File: config.mk
export PLATFORM = sky130hd
export DESIGN_NAME = dft_frame_sequencer
export DESIGN_NICKNAME = d
export VERILOG_FILES = /design/src/rtl/dft_pkg.sv /design/src/rtl/dft_ref_model.sv /design/src/rtl/dft_frame_sequencer.sv
export SDC_FILE = /design/constraint.sdc
export NUM_CORES = 1
export LEC_CHECK = 0
export ABC_AREA = 1
export CAP_MARGIN = 20
export CORE_MARGIN = 1.5
export CORE_UTILIZATION = 35
export DETAILED_ROUTE_END_ITERATION = 8
export SETUP_SLACK_MARGIN = 0.02
export SYNTH_ARGS = -nofsm -noshare
export SYNTH_HDL_FRONTEND = slang
export SYNTH_SLANG_ARGS = --single-unit
File: constraint.sdc
create_clock -name clk -period 1.7 [get_ports clk]
set_input_delay 0.255 -clock clk [delete_from_list [all_inputs] [get_ports clk]]
set_output_delay 0.255 -clock clk [all_outputs]
set_load 0.005 [all_outputs]
File: src/rtl/dft_pkg.sv
// Shared constants, FSM encoding and the packed-lane helper for the 8-point FFT frame sequencer.
package dft_pkg;

  localparam int FRAME_LEN  = 8;
  localparam int IDX_W      = 3;
  localparam int LANE_MAX_W = 32;
  localparam int LANE_BUS_W = FRAME_LEN * LANE_MAX_W;

  typedef enum logic [1:0] {
    FILL    = 2'd0,
    WAIT    = 2'd1,
    CAPTURE = 2'd2
  } fsm_e;

  // Returns lane i (dw bits, dw <= LANE_MAX_W) of a packed bus zero-extended to LANE_BUS_W.
  function automatic logic [LANE_MAX_W-1:0] lane(input logic [LANE_BUS_W-1:0] bus,
                                                 input int dw,
                                                 input int i);
    logic [LANE_BUS_W-1:0] sh;
    sh = bus >> (i * dw);
    return sh[LANE_MAX_W-1:0] & ~({LANE_MAX_W{1'b1}} << dw);
  endfunction

endpackage

File: src/rtl/dft_ref_model.sv
// Combinational reference of the 8-point radix-2 FFT butterfly network; all sums wrap at DW bits.
module dft_ref_model
  import dft_pkg::*;
#(
  parameter int DW = 8
) (
  input  logic [FRAME_LEN*DW-1:0] x,
  output logic [FRAME_LEN*DW-1:0] y
);

  logic [DW-1:0] xl [FRAME_LEN];
  logic [DW-1:0] yl [FRAME_LEN];

  for (genvar gi = 0; gi < FRAME_LEN; gi++) begin : g_lane
    assign xl[gi] = DW'(lane(LANE_BUS_W'(x), DW, gi));
    assign y[gi*DW +: DW] = yl[gi];
  end

  logic [DW-1:0] p04, m04, p26, m26, p15, m15, p37, m37;

  // First butterfly stage pairs lanes four apart.
  assign p04 = xl[0] + xl[4];
  assign m04 = xl[0] - xl[4];
  assign p26 = xl[2] + xl[6];
  assign m26 = xl[2] - xl[6];
  assign p15 = xl[1] + xl[5];
  assign m15 = xl[1] - xl[5];
  assign p37 = xl[3] + xl[7];
  assign m37 = xl[3] - xl[7];

  assign yl[0] = p04 + p26;
  assign yl[1] = p15 + p37;
  assign yl[2] = m04 + m26;
  assign yl[3] = m15 - m37;
  assign yl[4] = p04 - p26;
  assign yl[5] = p15 - p37;
  assign yl[6] = m04 - m26;
  assign yl[7] = m15 + m37;

endmodule

File: src/rtl/dft_frame_sequencer.sv
// Frame sequencer around the 8-point FFT: serial samples in, parallel FFT drive, buffered serial results out.
// Build macro DFT_SEQ_SELFCHECK_EN adds a reference-model check of every captured frame (err_count/err_flag).
module dft_frame_sequencer
  import dft_pkg::*;
#(
  parameter int DW          = 8,
  parameter int FFT_LATENCY = 2,
  parameter int CNT_W       = 16
) (
  input  logic                    clk,
  input  logic                    rst_n,
  input  logic                    sync_clr,
  input  logic                    s_valid,
  output logic                    s_ready,
  input  logic [DW-1:0]           s_data,
  output logic [FRAME_LEN*DW-1:0] fft_x,
  input  logic [FRAME_LEN*DW-1:0] fft_y,
  output logic                    m_valid,
  input  logic                    m_ready,
  output logic [DW-1:0]           m_data,
  output logic [IDX_W-1:0]        m_index,
  output logic                    m_last,
  output logic                    busy,
  output logic [CNT_W-1:0]        frame_count,
  output logic [7:0]              err_count,
  output logic                    err_flag
);

  localparam logic [1:0]       ST_FILL    = FILL;
  localparam logic [1:0]       ST_WAIT    = WAIT;
  localparam logic [1:0]       ST_CAPTURE = CAPTURE;
  localparam logic [IDX_W-1:0] LAST_IDX   = IDX_W'(FRAME_LEN - 1);

  logic [1:0]              state_q, state_d;
  logic [IDX_W-1:0]        in_idx_q, in_idx_d;
  logic                    s_ready_q, s_ready_d;
  logic [FRAME_LEN*DW-1:0] fft_x_q, fft_x_d;
  logic [3:0]              wcnt_q, wcnt_d;
  logic [CNT_W-1:0]        frame_count_q, frame_count_d;

  logic [FRAME_LEN*DW-1:0] obuf_q, obuf_d;
  logic                    obuf_full_q, obuf_full_d;
  logic [IDX_W-1:0]        rd_idx_q, rd_idx_d;
  logic                    m_valid_q, m_valid_d;
  logic [DW-1:0]           m_data_q, m_data_d;
  logic [IDX_W-1:0]        m_index_q, m_index_d;

  logic accept;
  logic out_take;
  logic xfer;
  logic load;

  assign accept   = s_valid & s_ready_q;
  // The output register can take a new beat when it is empty or its beat leaves this cycle.
  assign out_take = ~m_valid_q | m_ready;
  assign xfer     = obuf_full_q & out_take;
  assign load     = (state_q == ST_CAPTURE)
                  & (~obuf_full_q | (xfer & (rd_idx_q == LAST_IDX)))
                  & ~sync_clr;

  always_comb begin
    state_d       = state_q;
    in_idx_d      = in_idx_q;
    s_ready_d     = s_ready_q;
    fft_x_d       = fft_x_q;
    wcnt_d        = wcnt_q;
    frame_count_d = frame_count_q;

    for (int i = 0; i < FRAME_LEN; i++) begin
      if (accept && (in_idx_q == IDX_W'(i))) begin
        fft_x_d[i*DW +: DW] = s_data;
      end
    end

    case (state_q)
      ST_FILL: begin
        s_ready_d = 1'b1;
        if (accept) begin
          in_idx_d = in_idx_q + IDX_W'(1);
          if (in_idx_q == LAST_IDX) begin
            s_ready_d = 1'b0;
            state_d   = ST_WAIT;
            wcnt_d    = 4'(FFT_LATENCY);
          end
        end
      end
      ST_WAIT: begin
        if (wcnt_q == 4'd1) begin
          state_d = ST_CAPTURE;
        end else begin
          wcnt_d = wcnt_q - 4'd1;
        end
      end
      ST_CAPTURE: begin
        if (load) begin
          state_d       = ST_FILL;
          in_idx_d      = '0;
          s_ready_d     = 1'b1;
          frame_count_d = frame_count_q + CNT_W'(1);
        end
      end
      default: begin
        state_d   = ST_FILL;
        in_idx_d  = '0;
        s_ready_d = 1'b1;
      end
    endcase

    if (sync_clr) begin
      state_d   = ST_FILL;
      in_idx_d  = '0;
      s_ready_d = 1'b1;
    end
  end

  always_comb begin
    obuf_d      = obuf_q;
    obuf_full_d = obuf_full_q;
    rd_idx_d    = rd_idx_q;
    m_valid_d   = m_valid_q;
    m_data_d    = m_data_q;
    m_index_d   = m_index_q;

    if (xfer) begin
      m_valid_d = 1'b1;
      m_data_d  = DW'(lane(LANE_BUS_W'(obuf_q), DW, int'(rd_idx_q)));
      m_index_d = rd_idx_q;
      rd_idx_d  = rd_idx_q + IDX_W'(1);
      if (rd_idx_q == LAST_IDX) begin
        obuf_full_d = 1'b0;
      end
    end else if (out_take) begin
      m_valid_d = 1'b0;
    end

    // A reload in the same cycle as the last beat leaves keeps m_valid continuous.
    if (load) begin
      obuf_d      = fft_y;
      obuf_full_d = 1'b1;
      rd_idx_d    = '0;
    end

    if (sync_clr) begin
      obuf_full_d = 1'b0;
      rd_idx_d    = '0;
      m_valid_d   = 1'b0;
    end
  end

  always_ff @(posedge clk or negedge rst_n) begin
    if (!rst_n) begin
      state_q       <= ST_FILL;
      in_idx_q      <= '0;
      s_ready_q     <= 1'b0;
      fft_x_q       <= '0;
      wcnt_q        <= '0;
      frame_count_q <= '0;
      obuf_q        <= '0;
      obuf_full_q   <= 1'b0;
      rd_idx_q      <= '0;
      m_valid_q     <= 1'b0;
      m_data_q      <= '0;
      m_index_q     <= '0;
    end else begin
      state_q       <= state_d;
      in_idx_q      <= in_idx_d;
      s_ready_q     <= s_ready_d;
      fft_x_q       <= fft_x_d;
      wcnt_q        <= wcnt_d;
      frame_count_q <= frame_count_d;
      obuf_q        <= obuf_d;
      obuf_full_q   <= obuf_full_d;
      rd_idx_q      <= rd_idx_d;
      m_valid_q     <= m_valid_d;
      m_data_q      <= m_data_d;
      m_index_q     <= m_index_d;
    end
  end

  assign s_ready     = s_ready_q;
  assign fft_x       = fft_x_q;
  assign m_valid     = m_valid_q;
  assign m_data      = m_data_q;
  assign m_index     = m_index_q;
  assign m_last      = m_valid_q & (m_index_q == LAST_IDX);
  assign busy        = (state_q != ST_FILL) | obuf_full_q | m_valid_q;
  assign frame_count = frame_count_q;

`ifdef DFT_SEQ_SELFCHECK_EN
  logic [FRAME_LEN*DW-1:0] ref_y;
  logic                    mismatch;
  logic [7:0]              err_count_q, err_count_d;
  logic                    err_flag_q, err_flag_d;

  dft_ref_model #(.DW(DW)) u_ref_model (
    .x (fft_x_q),
    .y (ref_y)
  );

  // load already excludes sync_clr, so an abort never touches the error state.
  assign mismatch = load & (ref_y != fft_y);

  always_comb begin
    err_count_d = err_count_q;
    err_flag_d  = err_flag_q;
    if (mismatch) begin
      err_flag_d = 1'b1;
      if (err_count_q != 8'hFF) begin
        err_count_d = err_count_q + 8'd1;
      end
    end
  end

  always_ff @(posedge clk or negedge rst_n) begin
    if (!rst_n) begin
      err_count_q <= '0;
      err_flag_q  <= 1'b0;
    end else begin
      err_count_q <= err_count_d;
      err_flag_q  <= err_flag_d;
    end
  end

  assign err_count = err_count_q;
  assign err_flag  = err_flag_q;
`else
  assign err_count = '0;
  assign err_flag  = 1'b0;
`endif

endmodule

==> flow_metrics.env <==
export IMPL_endpoint_kind="output port"
export IMPL_fin_nets=1177
export IMPL_wire_per_inst_um=14.66
export IMPL_drv_slew=0
export IMPL_path_depth=1
export IMPL_core_area_um2=21090
export IMPL_die_area_um2=22450
export IMPL_grt_util_all_layers_pct=18.67
export IMPL_layout_cells_non_filler=1377
export IMPL_die_width_um=149.8
export IMPL_clk_pin_slew_ps=80
export IMPL_timing_final_crit_period_ps=1642
export IMPL_numCtsBuffers=17
export IMPL_clock_fmax_ghz=0.6090
export IMPL_synth_seq_cells=170
export IMPL_async_flop_share_pct=100.0
export IMPL_crit_family="buffers and inverters"
export IMPL_period_share_pct=96.59
export IMPL_cts_buffer_depth=2
export IMPL_tns_ps=0
export IMPL_peakVddDrop_v=0.0005833
export IMPL_cp_max_fo=5
export IMPL_io_buffer_count=171
export IMPL_first_iter_violations=399
export IMPL_grt_pass1_vias=6261
export IMPL_grt_max_degree=46
export IMPL_antenna_cells=0
export IMPL_status="finished clean"
export IMPL_r2r_end="frame_count[7]"
export IMPL_critPathArrivalTime_ps=1390
export IMPL_synthTopCellsByArea="dfrtp_1 (56%), nand2_1 (16%), o21ai_0 (5.7%), nor2_1 (3.9%), a21oi_1 (2.5%)"
export IMPL_cp_start_kind="flip-flop"
export IMPL_r2r_slack_ps=90
export IMPL_syn_avg_cell_area_um2=8.516
export IMPL_clock_sinks=170
export IMPL_cp_required_ps=1440
export IMPL_htree_levels=4
export IMPL_drtAntennaViolNets=0
export IMPL_crit_start="frame_count[11]"
export IMPL_path_cells="clkdlybuf4s50_1"
export IMPL_critical_path_class="flip-flop to output port"
export IMPL_ys_warn_count=0
export IMPL_yosysMostFrequentCell="nand2_1"
export IMPL_root_buffer="clkbuf_16"
export IMPL_hold_viol_final=0
export IMPL_routed_wirelength_um=20180
export IMPL_worst_skew_pair_late_latency_ps=430
export IMPL_viasPerCell=4.633
export IMPL_hp_class="primary input to async pin"
export IMPL_r2r_start="rd_idx_q[0]"
export IMPL_cts_tree="built"
export IMPL_grt_pass1_wl_um=32520
export IMPL_leakage_nw=5.142
export IMPL_syn_inst=886
export IMPL_setup_violations=0
export IMPL_drt_pre_antenna_iters=4
export IMPL_cpPeakStageDelay_ps=530
export IMPL_synthFlopType="dfrtp_1"
export IMPL_syn_area_um2=7545
export IMPL_ios=181
export IMPL_slowest_stage="clkdlybuf4s50_1"
export IMPL_hpwlAfterDp_um=14440
export IMPL_antenna_found_initial=0
export IMPL_vias=6379
export IMPL_cp_num_buf_inv=1
export IMPL_synth_top_area_share_pct=56.38
export IMPL_rows=53
export IMPL_drc=0
export IMPL_p_per_area_nw_per_um2=929.6
export IMPL_placed_cells=1334
export IMPL_p_total_mw=9.742
export IMPL_synth_edf_count=0
export IMPL_worstRegToRegCells=9
export IMPL_grt_setup_unrepaired="true"
export IMPL_gr_total_overflow=0
export IMPL_area_delta_synth_final_pct=38.91
export IMPL_maxCapViolCount=0
export IMPL_ys_types=31
export IMPL_gp_congestion=0.7905
export IMPL_die_h_um=149.8
export IMPL_synth_top_cell_by_area="dfrtp_1"
export IMPL_synth_seq_area_share_pct=56.38
export IMPL_start_util_pct=35.78
export IMPL_drive_gt1_share_pct=10.34
export IMPL_yosys_top_cells_count="nand2_1 (326), dfrtp_1 (170), o21ai_0 (86)"
export IMPL_fill_cells=2056
export IMPL_crit_end="frame_count[11]"
export IMPL_finalClockSkew_ps=10.17
[state kept, by name (all words and copies together), names as in the netlist]
| register | count |
|---|---|
| frame_count | 16 |
| rd_idx_q | 3 |
| state_q | 2 |
| m_valid | 1 |
| fft_x | 64 |
| obuf_q | 64 |
| m_index | 3 |
| in_idx_q | 3 |
| s_ready | 1 |
| wcnt_q | 4 |
| m_data | 8 |
| obuf_full_q | 1 |
[layer usage]
| metal | GRT usage, % | up-vias | wire [um] |
|---|---|---|---|
| li1 | - | 3205 | - |
| met1 | 24.83 | 3007 | 9328 |
| met2 | 30.60 | 144 | 9728 |
| met3 | 3.171 | 23 | 731 |
| met4 | 6.716 | 0 | 391 |
| met5 | 0 | - | 0 |
[where the power goes]
group	internal, mW	switching (mW)
registers	4.34	0.173
clock network	2.11	1.83
logic	0.797	0.492
total	7.25	2.49
[worst min-delay path by stage]
stage               from  cells past startpoint          to
2_1_floorplan      rst_n                      0    fft_x[0]
5_1_grt            rst_n                      2    fft_x[6]
3_3_place_gp       rst_n                      1    fft_x[6]
4_1_cts        fft_y[62]                      3  obuf_q[62]
6_report           rst_n                      2    fft_x[6]
3_5_place_dp       rst_n                      1    fft_x[6]
[final cells by class]
type                       count  area, um2  area share, %
clock buffer                  17      425.4          4.059
inverter                      52      195.2          1.862
sequential                   170       4260          40.65
tap                          275      344.1          3.283
multi-input combinational    629       2855          27.24
timing repair buffer         219       2218          21.17
clock inverter                15      181.4          1.731
[layout by cell type, fill, tap and decap left out, types with 5 or more instances in the layout]
cell type	synthesis	layout
a21oi_1	37	37
buf_12	0	9
buf_4	12	35
clkbuf_16	0	18
clkdlybuf4s50_1	0	165
conb_1	1	9
dfrtp_1	170	165
dfrtp_2	0	5
ha_1	11	11
inv_1	49	49
nand2_1	326	326
nand3_1	25	25
nand4_1	7	7
nor2_1	78	76
nor2_2	3	5
o21ai_0	86	85
o21ai_1	6	7
o21ai_2	10	10
o22ai_1	8	8
xor2_1	5	5
[cells by family (layout without fill, tap and decap cells)]
kind of cell / count (synthesis) / in the layout / synth area share (%)
XOR/XNOR: 6 / 6 / 0.6965
adder cells (fa/ha/maj): 11 / 11 / 1.824
AO/OA/AOI/OAI: 150 / 150 / 10.68
other: 1 / 9 / 0.04970
flip-flops: 170 / 170 / 56.38
buffers and inverters: 95 / 303 / 6.335
AND/OR/NAND/NOR: 453 / 453 / 24.03
[per-stage QoR]
step,cell area [um2],hold WS [ps],setup WS [ps],util [%]
2_1_floorplan,7575,-40.59,150.7,-
3_3_place_gp,9739,219.8,-21.88,46.18
3_5_place_dp,9739,217.0,-33.38,46.18
4_1_cts,10400,330.8,20.36,49.32
5_1_grt,10480,355.0,-3.545,49.70
6_report,10480,326.3,57.89,49.70
[timing repair]
action                                  4_1_cts  5_1_grt
buffers inserted                              5        4
endpoints found under the setup margin        9       25
cloned                                        0        1
resized for setup                             8        8
hold buffers                                  1        0
endpoints found under the hold margin        40        0
Note: power is estimated with default switching activity, not from simulation.
